**config.mk**
```make
export PLATFORM = sky130hd
export DESIGN_NAME = control_termostato
export DESIGN_NICKNAME = d
export VERILOG_FILES = /design/src/rtl/control_termostato.sv
export SDC_FILE = /design/constraint.sdc
export NUM_CORES = 1
export LEC_CHECK = 0
export CAP_MARGIN = 10
export CORE_MARGIN = 3
export CORE_UTILIZATION = 55
export DETAILED_ROUTE_END_ITERATION = 10
export PLACE_DENSITY = 0.75
export SLEW_MARGIN = 20
export SYNTH_ARGS = -nofsm -noshare
export SYNTH_HDL_FRONTEND = slang
export SYNTH_SLANG_ARGS = --single-unit
```
**constraint.sdc**
```tcl
create_clock -name clk -period 4.7 [get_ports clk]
set_input_delay 1.175 -clock clk [delete_from_list [all_inputs] [get_ports clk]]
set_output_delay 1.175 -clock clk [all_outputs]
set_load 0.02 [all_outputs]
```
**src/rtl/control_termostato.sv**
```systemverilog
// Thermostat stage: 4-sample averaging filter, setpoint register, hysteresis FSM
// with minimum on/off compressor timers, and a delayed over-temperature alarm.
module control_termostato #(
  parameter int unsigned TICK_DIV    = 50_000_000,
  parameter int unsigned MIN_ON      = 30,
  parameter int unsigned MIN_OFF     = 60,
  parameter int unsigned HYST        = 2,
  parameter int unsigned BOOST       = 8,
  parameter int unsigned ALARM_DELTA = 16,
  parameter int unsigned ALARM_TICKS = 10,
  parameter logic [7:0]  SP_DEFAULT  = 8'd100
) (
  input  logic       clk,
  input  logic       reset,
  input  logic [7:0] temp,
  input  logic       temp_valid,
  input  logic [7:0] setpoint,
  input  logic       sp_load,
  output logic [1:0] giro,
  output logic       alarm,
  output logic [7:0] temp_avg,
  output logic       avg_valid,
  output logic [1:0] state
);

  localparam int PW = (TICK_DIV > 1) ? $clog2(TICK_DIV) : 1;

  typedef enum logic [1:0] {
    S_WAIT = 2'b00,
    S_OFF  = 2'b01,
    S_COOL = 2'b10,
    S_BAD  = 2'b11
  } state_t;

  function automatic logic [15:0] dec_sat(input logic [15:0] v);
    return (v == 16'd0) ? v : v - 16'd1;
  endfunction

  function automatic logic [8:0] sub_sat(input logic [8:0] a, input logic [8:0] b);
    return (a >= b) ? a - b : 9'd0;
  endfunction

  logic [7:0]    r_shift [4];
  logic [9:0]    r_sum;
  logic [2:0]    r_fill;
  logic          r_avg_valid;
  logic [7:0]    r_sp;
  logic [PW-1:0] r_presc;
  logic [15:0]   r_on_tmr;
  logic [15:0]   r_off_tmr;
  logic [15:0]   r_alm_cnt;
  state_t        r_state;
  logic [1:0]    r_giro;

  logic          w_tick;
  logic [8:0]    w_avg9;
  logic [8:0]    w_sp9;
  logic [8:0]    w_hi;
  logic [8:0]    w_lo;
  logic [8:0]    w_boost;
  logic [8:0]    w_alm;
  logic          w_above_hi;
  logic          w_below_lo;
  logic          w_fast;
  logic          w_over;

  // Filter: running sum always equals the sum of the four stored samples
  always_ff @(posedge clk or posedge reset) begin
    if (reset) begin
      for (int i = 0; i < 4; i++) r_shift[i] <= 8'd0;
      r_sum       <= 10'd0;
      r_fill      <= 3'd0;
      r_avg_valid <= 1'b0;
    end else if (temp_valid) begin
      r_shift[0] <= temp;
      for (int i = 1; i < 4; i++) r_shift[i] <= r_shift[i-1];
      r_sum <= r_sum + {2'b00, temp} - {2'b00, r_shift[3]};
      if (r_fill != 3'd4) r_fill <= r_fill + 3'd1;
      if (r_fill == 3'd3) r_avg_valid <= 1'b1;
    end
  end

  always_ff @(posedge clk or posedge reset) begin
    if (reset) begin
      r_sp <= SP_DEFAULT;
    end else if (sp_load) begin
      r_sp <= setpoint;
    end
  end

  always_ff @(posedge clk or posedge reset) begin
    if (reset) begin
      r_presc <= '0;
    end else if (w_tick) begin
      r_presc <= '0;
    end else begin
      r_presc <= r_presc + 1'b1;
    end
  end

  assign w_tick  = (r_presc == PW'(TICK_DIV - 1));
  assign temp_avg = r_sum[9:2];

  // Thresholds in 9 bits so values above 255 stay unreachable instead of wrapping
  assign w_avg9  = {1'b0, r_sum[9:2]};
  assign w_sp9   = {1'b0, r_sp};
  assign w_hi    = w_sp9 + 9'(HYST);
  assign w_lo    = sub_sat(w_sp9, 9'(HYST));
  assign w_boost = w_sp9 + 9'(BOOST);
  assign w_alm   = w_sp9 + 9'(ALARM_DELTA);

  assign w_above_hi = (w_avg9 > w_hi);
  assign w_below_lo = (w_avg9 < w_lo);
  assign w_fast     = (w_avg9 >= w_boost);
  assign w_over     = (w_avg9 >= w_alm);

  always_ff @(posedge clk or posedge reset) begin
    if (reset) begin
      r_state   <= S_WAIT;
      r_giro    <= 2'b00;
      r_off_tmr <= 16'(MIN_OFF);
      r_on_tmr  <= 16'd0;
    end else begin
      if (w_tick) begin
        r_on_tmr  <= dec_sat(r_on_tmr);
        r_off_tmr <= dec_sat(r_off_tmr);
      end
      case (r_state)
        S_WAIT: begin
          r_giro <= 2'b00;
          if (r_avg_valid) r_state <= S_OFF;
        end
        S_OFF: begin
          r_giro <= 2'b00;
          if (r_off_tmr == 16'd0 && w_above_hi) begin
            r_state  <= S_COOL;
            r_on_tmr <= 16'(MIN_ON);
            r_giro   <= w_fast ? 2'b10 : 2'b01;
          end
        end
        S_COOL: begin
          if (r_on_tmr == 16'd0 && w_below_lo) begin
            r_state   <= S_OFF;
            r_off_tmr <= 16'(MIN_OFF);
            r_giro    <= 2'b00;
          end else begin
            r_giro <= w_fast ? 2'b10 : 2'b01;
          end
        end
        default: begin
          r_state <= S_OFF;
          r_giro  <= 2'b00;
        end
      endcase
    end
  end

  // Alarm counter restarts whenever the average falls back below the alarm level
  always_ff @(posedge clk or posedge reset) begin
    if (reset) begin
      r_alm_cnt <= 16'd0;
    end else if (!(r_avg_valid && w_over)) begin
      r_alm_cnt <= 16'd0;
    end else if (w_tick && r_alm_cnt != 16'(ALARM_TICKS)) begin
      r_alm_cnt <= r_alm_cnt + 16'd1;
    end
  end

  assign alarm     = (r_alm_cnt == 16'(ALARM_TICKS));
  assign avg_valid = r_avg_valid;
  assign giro      = r_giro;
  assign state     = r_state;

endmodule

```
==> results.md, run 1 <==
* Crit path from: r_sp[3]
* Vias in the first global route at 5909
* Vias/cell at 5.69
* Critical Path End Type: register
* DRT Wirelength at 15.0 mm
* CORE AREA at 13400 µm²
* Postcts setup bufs at 0
* Die Ht at 124 µm
* Async set or reset register ratio after synthesis at 100%
* Post-CTS Hold Fix Bufs at 0
* Crit Path Category: register to register
* Post-synth top area share at 41.2%
* Clk_lat worst skew at 0.42 ns
* Max cap viols at 0
* DRC viols at 0
* Max incr delay on CP at 0.61 ns
* Worst ir drop on vdd at 0.481 mV
* Cell taking the most area after synthesis: dfrtp_1
* Yosys synthesis warning count at 0
* Fin. Hold Viols at 0
* Post-Syn Nets at 845
* Syn_area_per_cell at 9.99 µm²
* Mapped Cells at 761
* CTS tree: built
* DIE AREA at 15300 µm²
* Pwr Density at 524 nW/µm²
* IO Port Bufs at 33
* Final-report setup violation count at 0
* RSZ-0062 raised after global routing: no
* Hold Path Class: register to register
* Grt total ovfl at 0
* Clk root buf: clkbuf_16
* Reg2Reg Depth at 12
* Starting density of the core at 56.7%
* Total power draw at 0.00453 W
* Gr usage total at 22.1%
* Die width at 124 µm
* Number of enable flip-flop cells after synthesis at 0
* R2R Path Start: r_sp[3]
* Most common cell after layout, fill and taps aside: dfrtp_1
* #FFs+latches synth at 132
* Fin nets at 873
* Area grow syn2layout at 13.8%
* Final ANT Viol Nets at 0
* DR iter-0 viols at 314
* Dpl hpwl at 10.6 mm
* Outcome: finished, final reports clean
* Layout cells sized above 1 at 11.1%
* Resized Gates After CTS at 0
* CTS max path bufs at 2
* Hold Path Cell Cnt at 1
* Worst EP required at 4.97 ns
* H-tree levels at 4
* Most frequent cells in the layout: dfrtp_1 (125), nor2_1 (80), inv_1 (62), nand2_1 (58), ha_1 (56)
* Area contributors post-synth: dfrtp_1 (41%), ha_1 (9.2%), xnor2_1 (5.5%), mux2_2 (5.2%), xor2_1 (4.3%)
* Leak at 3.88 nW
* Clk_skew at 0.00565 ns
* First-pass GRT wire length at 26.7 mm
* Ys flop type: dfrtp_1
* Critical path startpoint category: register
* Worst slew pin tran at 1.00 ns
* Crit path DAT at 4.24 ns
* Sequential area share after synthesis at 43.6%
* Crit path time final at 3.97 ns
* Top Ports at 34
* Wire per inst at 15.4 µm
* Placer Congestion at 0.854
* Sink Count at 132
* Pins over their slew limit at 0
* # rows at 42
* Slowest cell on crit path: nor2_1
* Finished Layout Cells at 977
* Critical Path, Cell by Cell: or4_1 -> nor4_1 -> or3_1 -> nand2_1 -> ha_1 -> a21o_1 -> a21oi_1 -> o21ai_0 -> a21oi_1 -> o21bai_4 -> nor2_1 -> nor2_1
* Final Util at 64.5%
* Fmax at 0.252 GHz
* Worst Path Max Fanout at 12
* Vias at 5560
* Mapped Area at 7600 µm²
* Dpl cells at 946
* Slew margin rel. at 33.1%
* HP Start: r_presc[4]
* Total CTS buffers at 17
* DRT Pass-1 Iters at 4
* Antenna violations before repair at 0
* Library cells used by synthesis at 55
* Fin Setup TNS at 0 ns
* N_diodes at 0
* Final worst-path cycle share at 84.5%
* Largest net degree at the start of global routing at 103
* Clock transition at path regs at 0.06 ns
## sequential cells by signal (all words and copies together) (netlist names)
register and flops:
r_sum 10, avg_valid 1, giro 2, r_sp 8
r_off_tmr 16, r_shift 32, state 2, r_presc 26
r_alm_cnt 16, r_on_tmr 16, r_fill 3
## cell type report
cell class                      count  area [µm²]
Fill cell                        1072        4750
Multi-Input combinational cell    538        3920
Sequential cell                   132        3310
Clock buffer                       17         425
Timing Repair Buffer               37         368
Inverter                           63         239
Tap cell                          176         220
Clock inverter                     14         163
## kinds of logic after synthesis
group | after synthesis | share of synthesized area, %
AOI/OAI and AO/OA | 83 | 6.91
xor gates and xnor gates | 85 | 9.79
adders and majority gates | 64 | 11.3
buffers and inverters | 91 | 4.92
DFF | 132 | 43.6
muxes | 40 | 5.91
and+or+nand+nor | 266 | 17.6
## stage by stage
step / area [µm²] / hold WS [ns] / worst slack, ns
after detailed placement: 8060 / 0.479 / 0.529
after CTS: 8650 / 0.490 / 0.700
after floorplan: 7600 / 0.451 / 0.0105
final: 8650 / 0.488 / 0.728
after global routing: 8650 / 0.516 / 0.366
after global placement: 8060 / 0.478 / 0.635
## synthesized netlist by cell type, drive strengths merged, types with 8 or more instances
master and count:
clkbuf 18, xnor2 48, ha 56, nand4 19, nor3 13, nor4 22, nand3 21, dfrtp 125
nor2 80, nand2 58, fa 8, inv 63, or4 9, a21oi 17, buf 10, xor2 37
mux2 36, and3 8, o21ai 34
## path summary, 6_finish.rpt
| kind | slack, ns | to |
|---|---|---|
| max reg2reg | 0.73 | r_off_tmr[10] |
| min reg2reg | 0.49 | r_presc[4] |
| min | 0.49 | r_presc[4] |
| min in group asynchronous | 1.10 | r_presc[13] |
| max in group asynchronous | 2.71 | r_shift[24] |
| max | 0.73 | r_off_tmr[10] |
## report_power, final
part | total [W] | switching [W] | internal (W)
Clock | 0.00132 | 0.000491 | 0.000826
Sequential | 0.00150 | 0.000190 | 0.00131
Combinational | 0.00172 | 0.000941 | 0.000778
## routing by layer
layer	GRT usage (%)	share of wire (%)
met1	26.8	44
met2	38.3	51
met3	5.12	3.1
met4	8.17	1.8
met5	0	0
## critical path, delay by kind of cell, from the launching register on
family / cells / cell delay [ns]
flops: 1 / 0.52
compound gates: 5 / 0.88
simple gates: 6 / 2.12
fa+ha+maj: 1 / 0.29
Note: power is estimated with default switching activity, not from simulation.
==> inputs of run 2 (changes only) <==
==> constraint.sdc (replaced) <==
create_clock -name clk -period 3.51 [get_ports clk]
set_input_delay 0.8775 -clock clk [delete_from_list [all_inputs] [get_ports clk]]
set_output_delay 0.8775 -clock clk [all_outputs]
set_load 0.02 [all_outputs]
==> run 2 against run 1 <==
Flip-flop and latch count did not move. Clock power up 59%. Clock skew up 0.0041 ns. Sequential share of layout area fell by 1.6 points. Utilization up 2.8 points. First-iteration DRC count shrank 33%. Critical path type is now input port to register. Largest cell class unchanged. Highest routed layer unchanged.
==> results.md, run 2 (synthesis gave the netlist of run 1 again) <==
* Family with the most delay on the worst path: adder cells (was simple AND/OR/NAND/NOR gates)
* DR iter-0 viols at 211 (was 314)
* RSZ-0062 raised after global routing: yes (was no)
* Worst Path Max Fanout at 4 (was 12)
* Hold Path Class: register to register (unchanged)
* Crit path time final at 3.39 ns
* Outcome: finished, final reports clean (unchanged)
* Fin. Hold Viols at 0 (unchanged)
* Clk_lat worst skew at 0.43 ns (was 0.42 ns)
* Biggest register: r_shift (unchanged)
* Area grow syn2layout at 18.8% (was 13.8%)
* Vias in the first global route at 5918 (was 5909)
* Clk root buf: clkbuf_16 (unchanged)
* Crit path DAT at 3.67 ns (was 4.24 ns)
* Dpl hpwl at 11.2 mm (was 10.6 mm)
* CP dominant cell by count: inv_1
* Critical path startpoint category: input port (was register)
* Placer Congestion at 0.884 (was 0.854)
* Fmax at 0.295 GHz
* Die Ht at 124 µm (unchanged)
* Slowest cell on crit path: fa_1 (was nor2_1)
* Clock Power Share at 31.7% (was 29.1%)
* Biggest regs: r_shift x32, r_presc x26 (unchanged)
* Critical Path, Cell by Cell: clkdlybuf4s50_1 -> inv_1 -> fa_1 -> inv_1 -> ha_1 -> and3_1 -> a2111o_1 -> a21oi_2 -> nor2b_1 -> nor2_1 -> xor2_1 -> mux2i_1 (was or4_1 -> nor4_1 -> or3_1 -> nand2_1 -> ha_1 -> a21o_1 -> a21oi_1 -> o21ai_0 -> a21oi_1 -> o21bai_4 -> nor2_1 -> nor2_1)
* Clock transition at path regs at 0.06 ns (about the same)
* Pins over their slew limit at 0 (unchanged)
* Comb pwr share at 38.3% (was 37.9%)
* Total power draw at 0.00662 W (was 0.00453 W)
* Buffers & Inverters on Critical Path at 3 (was 0)
* Final ANT Viol Nets at 0 (unchanged)
* Slew margin rel. at 45.7% (was 33.1%)
* Layout cells sized above 1 at 15.2% (was 11.1%)
* Fillcell total at 1030 (was 1072)
* Leak at 4.08 nW (was 3.88 nW)
* Cell Int Power at 0.00437 W (was 0.00291 W)
* Total CTS buffers at 17 (unchanged)
* IO Port Bufs at 33 (unchanged)
* Top Ports at 34 (unchanged)
* Vias/cell at 5.57 (was 5.69)
* Vias at 5596 (was 5560)
* Max reg flops at 32 (unchanged)
* Grt total ovfl at 0 (unchanged)
* Most common cell after layout, fill and taps aside: dfrtp_1 (unchanged)
* Psw at 0.00225 W (was 0.00162 W)
* Post-CTS Hold Fix Bufs at 0 (unchanged)
* # rows at 42 (unchanged)
* Clk_skew at 0.00971 ns (was 0.00565 ns)
* Final-report setup violation count at 0 (unchanged)
* DRT Pass-1 Iters at 4 (unchanged)
* CTS max path bufs at 2 (unchanged)
* H-tree levels at 4 (unchanged)
* Seq pwr share at 30.0% (was 33.0%)
* DRC viols at 0 (unchanged)
* Worst EP required at 3.79 ns (was 4.97 ns)
* CORE AREA at 13400 µm² (unchanged)
* Max cap viols at 0 (unchanged)
* Worst ir drop on vdd at 0.612 mV (was 0.481 mV)
* CTS tree: built (unchanged)
* Fin nets at 900 (was 873)
* Finished Layout Cells at 1005 (was 977)
* Sw Share at 34.0% (was 35.8%)
* Wire per inst at 15.7 µm (was 15.4 µm)
* DRT Wirelength at 15.8 mm (was 15.0 mm)
* Most frequent cells in the layout: dfrtp_1 (124), nor2_1 (80), inv_1 (61), nand2_1 (58), ha_1 (55) (was dfrtp_1 (125), nor2_1 (80), inv_1 (62), nand2_1 (58), ha_1 (56))
* Critical Path End Type: register (unchanged)
* Antenna violations before repair at 0 (unchanged)
* Sink Count at 132 (unchanged)
* Dpl cells at 970 (was 946)
* Starting density of the core at 56.7% (unchanged)
* Final worst-path cycle share at 96.4%
* Worst slew pin tran at 0.807 ns (was 1.00 ns)
* Largest net degree at the start of global routing at 62 (was 103)
* Placement Cell Area at 8260 µm² (was 8060 µm²)
* Gr usage total at 22.9% (was 22.1%)
* First-pass GRT wire length at 27.3 mm (was 26.7 mm)
* Max incr delay on CP at 0.52 ns (was 0.61 ns)
* N_diodes at 0 (unchanged)
* Pwr Density at 733 nW/µm² (was 524 nW/µm²)
* DIE AREA at 15300 µm² (unchanged)
* Final instance area at 9030 µm² (was 8650 µm²)
* Die width at 124 µm (unchanged)
* Crit Path Category: input port to register (was register to register)
run 2: changes by cell type in the layout (fill, tap and decap cells not counted), sizes merged:
cell      change
inv           -2
clkinvlp      -2
clkbuf        +2
buf          +27
bufinv        +4
clkinv        -1
run 2: final timing paths:
path                              from            to  slack [ns]  cells after the start
max                            temp[4]      r_sum[7]        0.12                     12
min                        r_shift[28]   r_shift[28]        0.50                      1
max reg2reg                    r_sp[5]      state[1]        0.17                     13
min reg2reg                r_shift[28]   r_shift[28]        0.50                      1
max in group asynchronous        reset  r_off_tmr[3]        2.09                      3
min in group asynchronous        reset    r_presc[2]        0.76                      2
run 2: per-layer routing:
| metal | up-vias | routed length, µm | GRT usage (%) |
|---|---|---|---|
| met1 | 2772 | 6750 | 27.8 |
| met4 | 0 | 263 | 8.93 |
| met5 | - | 0 | 0 |
| met3 | 24 | 534 | 5.72 |
| li1 | 2726 | - | - |
| met2 | 74 | 8250 | 39.0 |
run 2: power by group through the flow:
stage          combinational (W)  sequential [W]  clock [W]
2_1_floorplan            0.00178         0.00194          0
3_3_place_gp             0.00230         0.00199          0
3_5_place_dp             0.00246         0.00200          0
4_1_cts                  0.00251         0.00198    0.00213
5_1_grt                  0.00285         0.00202    0.00221
6_report                 0.00254         0.00198    0.00210
run 2: area by class of cell:
type	count	area, µm²	share of cell area [%]
Multi-Input combinational cell	538	3980	44.0
Sequential cell	132	3310	36.7
Timing Repair Buffer	64	583	6.46
Clock buffer	19	443	4.91
Clock inverter	13	254	2.81
Inverter	63	240	2.66
Tap cell	176	220	2.44
run 2: what timing repair did:
action | CTS | global route
setup endpoints to repair | 0 | 20
gates resized for setup | 0 | 11
buffers inserted | 0 | 3
run 2: stage by stage:
stage / setup TNS [ns] / util (%) / setup slack [ns] / hold WS (ns)
floorplan: 0 / - / 0.0583 / 0.451
global placement: -0.486 / 61.6 / -0.218 / 0.474
detailed placement: -1.11 / 61.6 / -0.324 / 0.492
CTS: 0 / 66.8 / 0.0770 / 0.507
global route: -0.0310 / 67.4 / -0.0310 / 0.521
finish: 0 / 67.4 / 0.125 / 0.502
